$ cat src/rtl/ddr3_axi_burst_split_pkg.sv
// Shared constants, FSM encoding and the context-record width helper for the
// AXI burst splitter.
package ddr3_axi_burst_split_pkg;
  localparam logic [1:0] BURST_INCR = 2'b01;
  localparam logic [1:0] RESP_OKAY  = 2'b00;

  typedef enum logic {IDLE = 1'b0, ISSUE = 1'b1} state_t;

  // {id, off, len, nfrag}
  function automatic int ctx_width(input int id_w, input int bl);
    return id_w + $clog2(bl) + 8 + 9;
  endfunction
endpackage

$ cat src/rtl/ddr3_axi_burst_split_if.sv
// AXI command/response side plus memory command/read-data side of the splitter.
interface ddr3_axi_burst_split_if #(
  parameter int ADDRS        = 32,
  parameter int WIDTH        = 32,
  parameter int AXI_ID_WIDTH = 4,
  parameter int MEM_ID_WIDTH = 4
);
  logic                    axi_awvalid_i, axi_awready_o;
  logic [ADDRS-1:0]        axi_awaddr_i;
  logic [AXI_ID_WIDTH-1:0] axi_awid_i;
  logic [7:0]              axi_awlen_i;
  logic                    axi_bvalid_o, axi_bready_i;
  logic [AXI_ID_WIDTH-1:0] axi_bid_o;
  logic [1:0]              axi_bresp_o;
  logic                    axi_arvalid_i, axi_arready_o;
  logic [ADDRS-1:0]        axi_araddr_i;
  logic [AXI_ID_WIDTH-1:0] axi_arid_i;
  logic [7:0]              axi_arlen_i;
  logic                    axi_rvalid_o, axi_rready_i, axi_rlast_o;
  logic [WIDTH-1:0]        axi_rdata_o;
  logic [AXI_ID_WIDTH-1:0] axi_rid_o;
  logic [1:0]              axi_rresp_o;
  logic                    mem_req_o, mem_ack_i, mem_wr_o, mem_lst_o;
  logic [MEM_ID_WIDTH-1:0] mem_tid_o;
  logic [ADDRS-1:0]        mem_adr_o;
  logic                    mem_valid_i, mem_ready_o, mem_rlast_i;
  logic [WIDTH-1:0]        mem_rdata_i;

  modport slave (
    input  axi_awvalid_i, axi_awaddr_i, axi_awid_i, axi_awlen_i, axi_bready_i,
           axi_arvalid_i, axi_araddr_i, axi_arid_i, axi_arlen_i, axi_rready_i,
           mem_ack_i, mem_valid_i, mem_rlast_i, mem_rdata_i,
    output axi_awready_o, axi_bvalid_o, axi_bid_o, axi_bresp_o, axi_arready_o,
           axi_rvalid_o, axi_rdata_o, axi_rid_o, axi_rresp_o, axi_rlast_o,
           mem_req_o, mem_wr_o, mem_lst_o, mem_tid_o, mem_adr_o, mem_ready_o
  );
  modport master (
    output axi_awvalid_i, axi_awaddr_i, axi_awid_i, axi_awlen_i, axi_bready_i,
           axi_arvalid_i, axi_araddr_i, axi_arid_i, axi_arlen_i, axi_rready_i,
           mem_ack_i, mem_valid_i, mem_rlast_i, mem_rdata_i,
    input  axi_awready_o, axi_bvalid_o, axi_bid_o, axi_bresp_o, axi_arready_o,
           axi_rvalid_o, axi_rdata_o, axi_rid_o, axi_rresp_o, axi_rlast_o,
           mem_req_o, mem_wr_o, mem_lst_o, mem_tid_o, mem_adr_o, mem_ready_o
  );
endinterface

$ cat src/rtl/ddr3_axi_burst_split_sync_fifo.sv
// Show-ahead synchronous FIFO (DEPTH must be a power of two). A push while
// full is taken when a pop happens in the same cycle.
module sync_fifo #(
  parameter int W     = 8,
  parameter int DEPTH = 16
) (
  input  logic         clock,
  input  logic         reset,
  input  logic         push,
  input  logic [W-1:0] din,
  input  logic         pop,
  output logic [W-1:0] dout,
  output logic         full,
  output logic         empty
);
  localparam int AW = $clog2(DEPTH);

  logic [W-1:0]  mem [DEPTH];
  logic [AW-1:0] wp, rp;
  logic [AW:0]   cnt;
  logic          do_push, do_pop;

  assign do_pop  = pop && !empty;
  assign do_push = push && (!full || do_pop);
  assign full    = (cnt == (AW+1)'(DEPTH));
  assign empty   = (cnt == '0);
  assign dout    = mem[rp];

  always_ff @(posedge clock) begin
    if (reset) begin
      wp  <= '0;
      rp  <= '0;
      cnt <= '0;
    end else begin
      if (do_push) wp <= wp + AW'(1);
      if (do_pop)  rp <= rp + AW'(1);
      case ({do_push, do_pop})
        2'b10:   cnt <= cnt + (AW+1)'(1);
        2'b01:   cnt <= cnt - (AW+1)'(1);
        default: cnt <= cnt;
      endcase
    end
  end

  always_ff @(posedge clock)
    if (do_push) mem[wp] <= din;
endmodule

$ cat src/rtl/ddr3_axi_burst_split.sv
// AXI4 INCR read/write command splitter into aligned memory-burst fragments,
// with read-return trimming and write-response queueing.
// Define DDR3_AXI_SPLIT_RR_EN for round-robin AW/AR arbitration.
module ddr3_axi_burst_split
  import ddr3_axi_burst_split_pkg::*;
#(
  parameter int ADDRS          = 32,
  parameter int WIDTH          = 32,
  parameter int MASKS          = WIDTH / 8,
  parameter int AXI_ID_WIDTH   = 4,
  parameter int MEM_ID_WIDTH   = 4,
  parameter int MEM_BURST_LEN  = 4,
  parameter int CTX_FIFO_DEPTH = 16
) (
  input logic                  clock,
  input logic                  reset,
  ddr3_axi_burst_split_if.slave bus
);
  localparam int BEAT_LSB = $clog2(MASKS);
  localparam int OFF_W    = $clog2(MEM_BURST_LEN);
  localparam int FRAG_LSB = BEAT_LSB + OFF_W;
  localparam int CTX_W    = ctx_width(AXI_ID_WIDTH, MEM_BURST_LEN);
  localparam logic [ADDRS-1:0] FRAG_STEP = ADDRS'(MEM_BURST_LEN * MASKS);

  state_t                  state;
  logic                    req_q, wr_q, lst_q;
  logic [ADDRS-1:0]        adr_q;
  logic [MEM_ID_WIDTH-1:0] tag_q;
  logic [AXI_ID_WIDTH-1:0] id_q;
  logic [8:0]              frag_cnt;

  logic                    ctx_full, ctx_empty, ctx_pop, b_full, b_empty, b_push;
  logic                    ar_ok, aw_ok, sel_ar, sel_aw;
  logic [ADDRS-1:0]        sel_adr;
  logic [7:0]              sel_len;
  logic [AXI_ID_WIDTH-1:0] sel_id;
  logic [OFF_W-1:0]        sel_off;
  logic [9:0]              span;
  logic [8:0]              nfrag;
  logic [CTX_W-1:0]        ctx_dout;
  logic [AXI_ID_WIDTH-1:0] b_dout;

  assign ar_ok = bus.axi_arvalid_i && !ctx_full;
  assign aw_ok = bus.axi_awvalid_i && !b_full;

`ifdef DDR3_AXI_SPLIT_RR_EN
  logic last_wr;
  always_ff @(posedge clock)
    if (reset)                              last_wr <= 1'b1;
    else if (state == IDLE && (sel_ar || sel_aw)) last_wr <= sel_aw;
  assign sel_ar = ar_ok && (!aw_ok || last_wr);
`else
  assign sel_ar = ar_ok;
`endif
  assign sel_aw = aw_ok && !sel_ar;

  assign bus.axi_arready_o = (state == IDLE) && sel_ar;
  assign bus.axi_awready_o = (state == IDLE) && sel_aw;

  assign sel_adr = sel_ar ? bus.axi_araddr_i : bus.axi_awaddr_i;
  assign sel_len = sel_ar ? bus.axi_arlen_i  : bus.axi_awlen_i;
  assign sel_id  = sel_ar ? bus.axi_arid_i   : bus.axi_awid_i;
  assign sel_off = sel_adr[FRAG_LSB-1:BEAT_LSB];
  // ceil((off+len+1)/BL); 10 bits holds the worst case before the shift
  assign span    = 10'(sel_off) + 10'(sel_len) + 10'd1 + 10'(MEM_BURST_LEN - 1);
  assign nfrag   = 9'(span >> OFF_W);

  always_ff @(posedge clock) begin
    if (reset) begin
      state    <= IDLE;
      req_q    <= 1'b0;
      wr_q     <= 1'b0;
      lst_q    <= 1'b0;
      adr_q    <= '0;
      tag_q    <= '0;
      id_q     <= '0;
      frag_cnt <= '0;
    end else begin
      case (state)
        IDLE: if (sel_ar || sel_aw) begin
          state    <= ISSUE;
          req_q    <= 1'b1;
          wr_q     <= sel_aw;
          adr_q    <= {sel_adr[ADDRS-1:FRAG_LSB], FRAG_LSB'(0)};
          frag_cnt <= nfrag;
          lst_q    <= (nfrag == 9'd1);
          id_q     <= sel_id;
        end
        ISSUE: if (bus.mem_ack_i) begin
          tag_q <= tag_q + MEM_ID_WIDTH'(1);
          if (lst_q) begin
            state <= IDLE;
            req_q <= 1'b0;
          end else begin
            adr_q    <= adr_q + FRAG_STEP;
            frag_cnt <= frag_cnt - 9'd1;
            lst_q    <= (frag_cnt == 9'd2);
          end
        end
        default: state <= IDLE;
      endcase
    end
  end

  assign bus.mem_req_o = req_q;
  assign bus.mem_wr_o  = wr_q;
  assign bus.mem_lst_o = lst_q;
  assign bus.mem_adr_o = adr_q;
  assign bus.mem_tid_o = tag_q;

  // B queue: slot reserved at AW accept time since only one burst is in flight
  assign b_push = (state == ISSUE) && bus.mem_ack_i && lst_q && wr_q;

  sync_fifo #(.W(AXI_ID_WIDTH), .DEPTH(CTX_FIFO_DEPTH)) u_bfifo (
    .clock(clock), .reset(reset),
    .push(b_push), .din(id_q),
    .pop(bus.axi_bvalid_o && bus.axi_bready_i),
    .dout(b_dout), .full(b_full), .empty(b_empty)
  );

  assign bus.axi_bvalid_o = !b_empty;
  assign bus.axi_bid_o    = b_empty ? '0 : b_dout;
  assign bus.axi_bresp_o  = RESP_OKAY;

  sync_fifo #(.W(CTX_W), .DEPTH(CTX_FIFO_DEPTH)) u_ctx (
    .clock(clock), .reset(reset),
    .push(bus.axi_arready_o), .din({sel_id, sel_off, sel_len, nfrag}),
    .pop(ctx_pop),
    .dout(ctx_dout), .full(ctx_full), .empty(ctx_empty)
  );

  logic [AXI_ID_WIDTH-1:0] c_id;
  logic [OFF_W-1:0]        c_off;
  logic [7:0]              c_len;
  logic [8:0]              c_nfrag, beat_c;
  logic [9:0]              rl_idx, end_idx;
  logic                    ctx_vld, pass, beat;

  assign {c_id, c_off, c_len, c_nfrag} = ctx_dout;
  assign ctx_vld = !ctx_empty;
  assign rl_idx  = 10'(c_off) + 10'(c_len);
  assign end_idx = (10'(c_nfrag) << OFF_W) - 10'd1;
  assign pass    = ctx_vld && (10'(beat_c) >= 10'(c_off)) && (10'(beat_c) <= rl_idx);

  // padding beats are always swallowed; data beats obey R backpressure
  assign bus.mem_ready_o  = ctx_vld && (pass ? bus.axi_rready_i : 1'b1);
  assign bus.axi_rvalid_o = pass && bus.mem_valid_i;
  assign bus.axi_rdata_o  = bus.axi_rvalid_o ? bus.mem_rdata_i : '0;
  assign bus.axi_rid_o    = ctx_vld ? c_id : '0;
  assign bus.axi_rlast_o  = bus.axi_rvalid_o && (10'(beat_c) == rl_idx);
  assign bus.axi_rresp_o  = RESP_OKAY;

  assign beat    = bus.mem_valid_i && bus.mem_ready_o;
  assign ctx_pop = beat && (10'(beat_c) == end_idx);

  always_ff @(posedge clock) begin
    if (reset)        beat_c <= '0;
    else if (ctx_pop) beat_c <= '0;
    else if (beat)    beat_c <= beat_c + 9'd1;
  end

  logic unused_ok;
  assign unused_ok = ^{bus.mem_rlast_i, sel_adr};
endmodule
$ cat src/flat_wrapper.sv
// flat-port wrapper written by rule: the top's interface ports become plain ports
module ddr3_axi_burst_split_flat import ddr3_axi_burst_split_pkg::*;
#(
  parameter int ADDRS          = 32,
  parameter int WIDTH          = 32,
  parameter int MASKS          = WIDTH / 8,
  parameter int AXI_ID_WIDTH   = 4,
  parameter int MEM_ID_WIDTH   = 4,
  parameter int MEM_BURST_LEN  = 4,
  parameter int CTX_FIFO_DEPTH = 16
)
  (clock, reset, bus_axi_awvalid_i, bus_axi_awaddr_i, bus_axi_awid_i, bus_axi_awlen_i, bus_axi_bready_i, bus_axi_arvalid_i, bus_axi_araddr_i, bus_axi_arid_i, bus_axi_arlen_i, bus_axi_rready_i, bus_mem_ack_i, bus_mem_valid_i, bus_mem_rlast_i, bus_mem_rdata_i, bus_axi_awready_o, bus_axi_bvalid_o, bus_axi_bid_o, bus_axi_bresp_o, bus_axi_arready_o, bus_axi_rvalid_o, bus_axi_rdata_o, bus_axi_rid_o, bus_axi_rresp_o, bus_axi_rlast_o, bus_mem_req_o, bus_mem_wr_o, bus_mem_lst_o, bus_mem_tid_o, bus_mem_adr_o, bus_mem_ready_o);
  ddr3_axi_burst_split_if #(.ADDRS(ADDRS), .WIDTH(WIDTH), .AXI_ID_WIDTH(AXI_ID_WIDTH), .MEM_ID_WIDTH(MEM_ID_WIDTH)) bus_i ();
  input logic clock;
  input logic reset;
  input wire logic [$bits(bus_i.axi_awvalid_i)-1:0] bus_axi_awvalid_i;
  input wire logic [$bits(bus_i.axi_awaddr_i)-1:0] bus_axi_awaddr_i;
  input wire logic [$bits(bus_i.axi_awid_i)-1:0] bus_axi_awid_i;
  input wire logic [$bits(bus_i.axi_awlen_i)-1:0] bus_axi_awlen_i;
  input wire logic [$bits(bus_i.axi_bready_i)-1:0] bus_axi_bready_i;
  input wire logic [$bits(bus_i.axi_arvalid_i)-1:0] bus_axi_arvalid_i;
  input wire logic [$bits(bus_i.axi_araddr_i)-1:0] bus_axi_araddr_i;
  input wire logic [$bits(bus_i.axi_arid_i)-1:0] bus_axi_arid_i;
  input wire logic [$bits(bus_i.axi_arlen_i)-1:0] bus_axi_arlen_i;
  input wire logic [$bits(bus_i.axi_rready_i)-1:0] bus_axi_rready_i;
  input wire logic [$bits(bus_i.mem_ack_i)-1:0] bus_mem_ack_i;
  input wire logic [$bits(bus_i.mem_valid_i)-1:0] bus_mem_valid_i;
  input wire logic [$bits(bus_i.mem_rlast_i)-1:0] bus_mem_rlast_i;
  input wire logic [$bits(bus_i.mem_rdata_i)-1:0] bus_mem_rdata_i;
  output wire logic [$bits(bus_i.axi_awready_o)-1:0] bus_axi_awready_o;
  output wire logic [$bits(bus_i.axi_bvalid_o)-1:0] bus_axi_bvalid_o;
  output wire logic [$bits(bus_i.axi_bid_o)-1:0] bus_axi_bid_o;
  output wire logic [$bits(bus_i.axi_bresp_o)-1:0] bus_axi_bresp_o;
  output wire logic [$bits(bus_i.axi_arready_o)-1:0] bus_axi_arready_o;
  output wire logic [$bits(bus_i.axi_rvalid_o)-1:0] bus_axi_rvalid_o;
  output wire logic [$bits(bus_i.axi_rdata_o)-1:0] bus_axi_rdata_o;
  output wire logic [$bits(bus_i.axi_rid_o)-1:0] bus_axi_rid_o;
  output wire logic [$bits(bus_i.axi_rresp_o)-1:0] bus_axi_rresp_o;
  output wire logic [$bits(bus_i.axi_rlast_o)-1:0] bus_axi_rlast_o;
  output wire logic [$bits(bus_i.mem_req_o)-1:0] bus_mem_req_o;
  output wire logic [$bits(bus_i.mem_wr_o)-1:0] bus_mem_wr_o;
  output wire logic [$bits(bus_i.mem_lst_o)-1:0] bus_mem_lst_o;
  output wire logic [$bits(bus_i.mem_tid_o)-1:0] bus_mem_tid_o;
  output wire logic [$bits(bus_i.mem_adr_o)-1:0] bus_mem_adr_o;
  output wire logic [$bits(bus_i.mem_ready_o)-1:0] bus_mem_ready_o;
  assign bus_i.axi_awvalid_i = bus_axi_awvalid_i;
  assign bus_i.axi_awaddr_i = bus_axi_awaddr_i;
  assign bus_i.axi_awid_i = bus_axi_awid_i;
  assign bus_i.axi_awlen_i = bus_axi_awlen_i;
  assign bus_i.axi_bready_i = bus_axi_bready_i;
  assign bus_i.axi_arvalid_i = bus_axi_arvalid_i;
  assign bus_i.axi_araddr_i = bus_axi_araddr_i;
  assign bus_i.axi_arid_i = bus_axi_arid_i;
  assign bus_i.axi_arlen_i = bus_axi_arlen_i;
  assign bus_i.axi_rready_i = bus_axi_rready_i;
  assign bus_i.mem_ack_i = bus_mem_ack_i;
  assign bus_i.mem_valid_i = bus_mem_valid_i;
  assign bus_i.mem_rlast_i = bus_mem_rlast_i;
  assign bus_i.mem_rdata_i = bus_mem_rdata_i;
  assign bus_axi_awready_o = bus_i.axi_awready_o;
  assign bus_axi_bvalid_o = bus_i.axi_bvalid_o;
  assign bus_axi_bid_o = bus_i.axi_bid_o;
  assign bus_axi_bresp_o = bus_i.axi_bresp_o;
  assign bus_axi_arready_o = bus_i.axi_arready_o;
  assign bus_axi_rvalid_o = bus_i.axi_rvalid_o;
  assign bus_axi_rdata_o = bus_i.axi_rdata_o;
  assign bus_axi_rid_o = bus_i.axi_rid_o;
  assign bus_axi_rresp_o = bus_i.axi_rresp_o;
  assign bus_axi_rlast_o = bus_i.axi_rlast_o;
  assign bus_mem_req_o = bus_i.mem_req_o;
  assign bus_mem_wr_o = bus_i.mem_wr_o;
  assign bus_mem_lst_o = bus_i.mem_lst_o;
  assign bus_mem_tid_o = bus_i.mem_tid_o;
  assign bus_mem_adr_o = bus_i.mem_adr_o;
  assign bus_mem_ready_o = bus_i.mem_ready_o;
  ddr3_axi_burst_split #(.ADDRS(ADDRS), .WIDTH(WIDTH), .MASKS(MASKS), .AXI_ID_WIDTH(AXI_ID_WIDTH), .MEM_ID_WIDTH(MEM_ID_WIDTH), .MEM_BURST_LEN(MEM_BURST_LEN), .CTX_FIFO_DEPTH(CTX_FIFO_DEPTH)) u_core (.clock(clock), .reset(reset), .bus(bus_i));
endmodule
$ cat config.mk
export PLATFORM = sky130hd
export DESIGN_NAME = ddr3_axi_burst_split_flat
export DESIGN_NICKNAME = d
export VERILOG_FILES = /design/src/rtl/ddr3_axi_burst_split_pkg.sv /design/src/rtl/ddr3_axi_burst_split_if.sv /design/src/rtl/ddr3_axi_burst_split_sync_fifo.sv /design/src/rtl/ddr3_axi_burst_split.sv /design/src/flat_wrapper.sv
export SDC_FILE = /design/constraint.sdc
export NUM_CORES = 1
export LEC_CHECK = 0
export ABC_AREA = 1
export CAP_MARGIN = 0
export CELL_PAD_IN_SITES_DETAIL_PLACEMENT = 1
export CELL_PAD_IN_SITES_GLOBAL_PLACEMENT = 1
export CORE_MARGIN = 2
export CORE_UTILIZATION = 40
export DETAILED_ROUTE_END_ITERATION = 16
export DONT_BUFFER_PORTS = 1
export PLACE_DENSITY = 0.65
export SYNTH_ARGS = -nofsm -noshare
export SYNTH_HDL_FRONTEND = slang
export SYNTH_HIERARCHICAL = 1
export SYNTH_SLANG_ARGS = --single-unit
$ cat constraint.sdc
create_clock -name clock -period 11.6 [get_ports clock]
set_clock_uncertainty 0.15 [all_clocks]
set_input_delay 2.32 -clock clock [delete_from_list [all_inputs] [get_ports clock]]
set_output_delay 2.32 -clock clock [all_outputs]
set_load 0.05 [all_outputs]
==> results.py <==
metrics = {
    "worst_setup_path": {
        "worst-endpoint-required_ns": 9.13,
        "cp_top_family": "simple AND/OR/NAND/NOR gates",
        "critical_path_arrival_ns": 6.85,
        "critical-path-max-stage-delay_ns": 1.06,
        "startpoint_type": "register",
        "critPathCaptureType": "output pin",
        "cp_max_fo": 75,
        "worstPathCellList": "buf_4 -> o211ai_1 -> nand3_1 -> nand3_1 -> nand2_1 -> ha_1 -> inv_1 -> fa_1 -> nor3_1 -> nand3_1 -> xor2_1 -> ha_1 -> nand2_1 -> nor2_1 -> nand4_1 -> nand2_1 -> nand3_1 -> nor2_1",
        "path_class": "reg -> out",
        "path_buf_inv": 2,
        "cpMaxStageDelayCell": "nor2_1",
        "crit_top_cell": "nand3_1",
    },
    "drt": {
        "drtIter0Drc": 1109,
        "drc": 0,
        "finalWirelength_um": 64700,
        "vias": 17055,
        "viasPerCell": 5.33,
        "drt-pass1-iter-count": 5,
        "drtAntennaViolNets": 0,
        "wl_per_cell_um": 20.2,
    },
    "floorplanning": {
        "die_w_um": 249,
        "boundaryPins": 218,
        "rows": 89,
        "die-area_um2": 62100,
        "initial_core_util_pct": 40.6,
        "fp.dieH_um": 249,
        "core-area_um2": 59200,
    },
    "grt": {
        "antenna_found_initial": 0,
        "grt_pass1_vias": 17834,
        "grt_use_total_pct": 20.7,
        "grt-ovfl-total": 0,
        "grt_pass1_wl_um": 101000,
        "grt_max_degree": 105,
    },
    "clock_tree": {
        "cts_resized": 0,
        "clock_sinks": 508,
        "numCtsBuffers": 55,
        "cts_tree": "built",
        "cts_root_buf": "clkbuf_16",
        "cts_hold_buf": 0,
        "h-tree-depth": 2,
        "post_cts_buffers": 0,
        "worstSkewPairLatency_ns": 0.60,
        "cts_buffer_depth": 3,
        "clkTransAtPathRegs_ns": 0.06,
    },
    "sta": {
        "max_slew.worst_pin.slew_ns": 1.18,
        "layout_min_cycle_time_ns": 9.32,
        "holdWs_ns": 0.318,
        "rsz0062_at_grt": "no",
        "fmax_mhz": 107,
        "setup_violations": 0,
        "report.final.slew_viol_count": 0,
        "fin_crit_sh_pct": 80.3,
        "hold_violations": 0,
        "fin_setup_tns_ns": 0,
        "maxSlewHeadroom_pct": 21.4,
    },
    "cells_and_area": {
        "fin_nets": 2551,
        "layout_commonest_cell": "edfxtp_1",
        "fillCellCount": 6634,
        "area_delta_synth_final_pct": 9.64,
        "final_cell_mix": "416 x edfxtp_1, 375 x inv_1, 302 x nand2_1",
        "layout-drive-gt1-share_pct": 7.83,
    },
    "run": {
        "drv_cap": 0,
    },
    "placed_design": {
        "place_congestion": 0.787,
        "numPortBuffers": 0,
        "hpwl_um": 41700,
    },
    "synthesis": {
        "synth_cells": 2397,
        "yosys_warnings": 6,
        "syn_area_um2": 24100,
        "avgSynthCellArea_um2": 10.0,
    },
    "worst_hold_path": {
        "hold_path.class": "reg -> reg",
    },
    "pwr": {
        "p_leak_nw": 9.82,
        "vdd_drop_max_uv": 126,
        "power_density_nw_per_um2": 157,
    },
    "run_status": {
        "status": "finished clean",
    },
}
==> area by class of cell <==
| cell class | count | area [µm²] | share of cell area (%) |
|---|---|---|---|
| antenna | 1 | 2.50 | 0.00949 |
| clock buffer | 76 | 1530 | 5.79 |
| clock inverter | 26 | 213 | 0.806 |
| inverter | 384 | 1450 | 5.51 |
| multi-input combinational | 1401 | 7620 | 28.9 |
| sequential | 508 | 14300 | 54.4 |
| tap | 773 | 967 | 3.67 |
| timing repair buffer | 33 | 248 | 0.939 |
==> stage by stage <==
step	setup slack, ns	power (mW)	util (%)	cell area (µm²)	cells
global placement	3.10	2.47	41.6	24600	3099
finish	2.28	4.14	44.5	26400	3202
global route	1.70	4.29	44.5	26400	3201
detailed placement	2.83	2.49	41.6	24600	3099
floorplan	4.99	2.39	-	24100	2420
CTS	2.16	4.19	44.5	26400	3201
==> state kept, by name (all words and copies together) (netlist names), 5 cells and up, named ones only <==
name,flops
u_core/beat_c,9
u_core/u_ctx/cnt,5
u_core/u_ctx/mem,352
u_core/u_bfifo/cnt,5
u_core/frag_cnt,9
u_core/u_bfifo/mem,64
u_core/bus.mem_adr_o,28
==> per-layer routing <==
| metal | vias to the layer above | track usage (%) | wire, µm | share of wire (%) |
|---|---|---|---|---|
| met5 | - | 0 | 0 | 0 |
| met4 | 0 | 5.61 | 1480 | 2.3 |
| met3 | 88 | 3.33 | 3190 | 4.9 |
| met2 | 361 | 36.3 | 31900 | 49 |
| met1 | 8484 | 26.5 | 28100 | 43 |
| li1 | 8122 | - | - | - |
==> tightest hold or removal path, delay by kind of cell (launching register included) <==
family,cells,cell delay (ns)
buffers and inverters,1,0.05
AOI/OAI and AO/OA,1,0.06
DFF,1,0.32
==> worst paths after layout <==
check | from | end | slack, ns | depth (start not counted)
hold reg to reg | u_core/u_ctx/rp[2] | register | 0.32 | 2
setup / recovery | register | bus_axi_rdata_o[19] | 2.28 | 18
hold / removal | u_core/u_ctx/rp[2] | register | 0.32 | 2
setup reg to reg | register | u_core/u_ctx/mem[5][22] | 4.43 | 25
==> report_power, final <==
part	internal [mW]	switching (mW)
combinational	0.0766	0.244
clock	0.983	0.707
sequential	2.03	0.0998
total	3.09	1.05
Note: power is estimated with default switching activity, not from simulation.
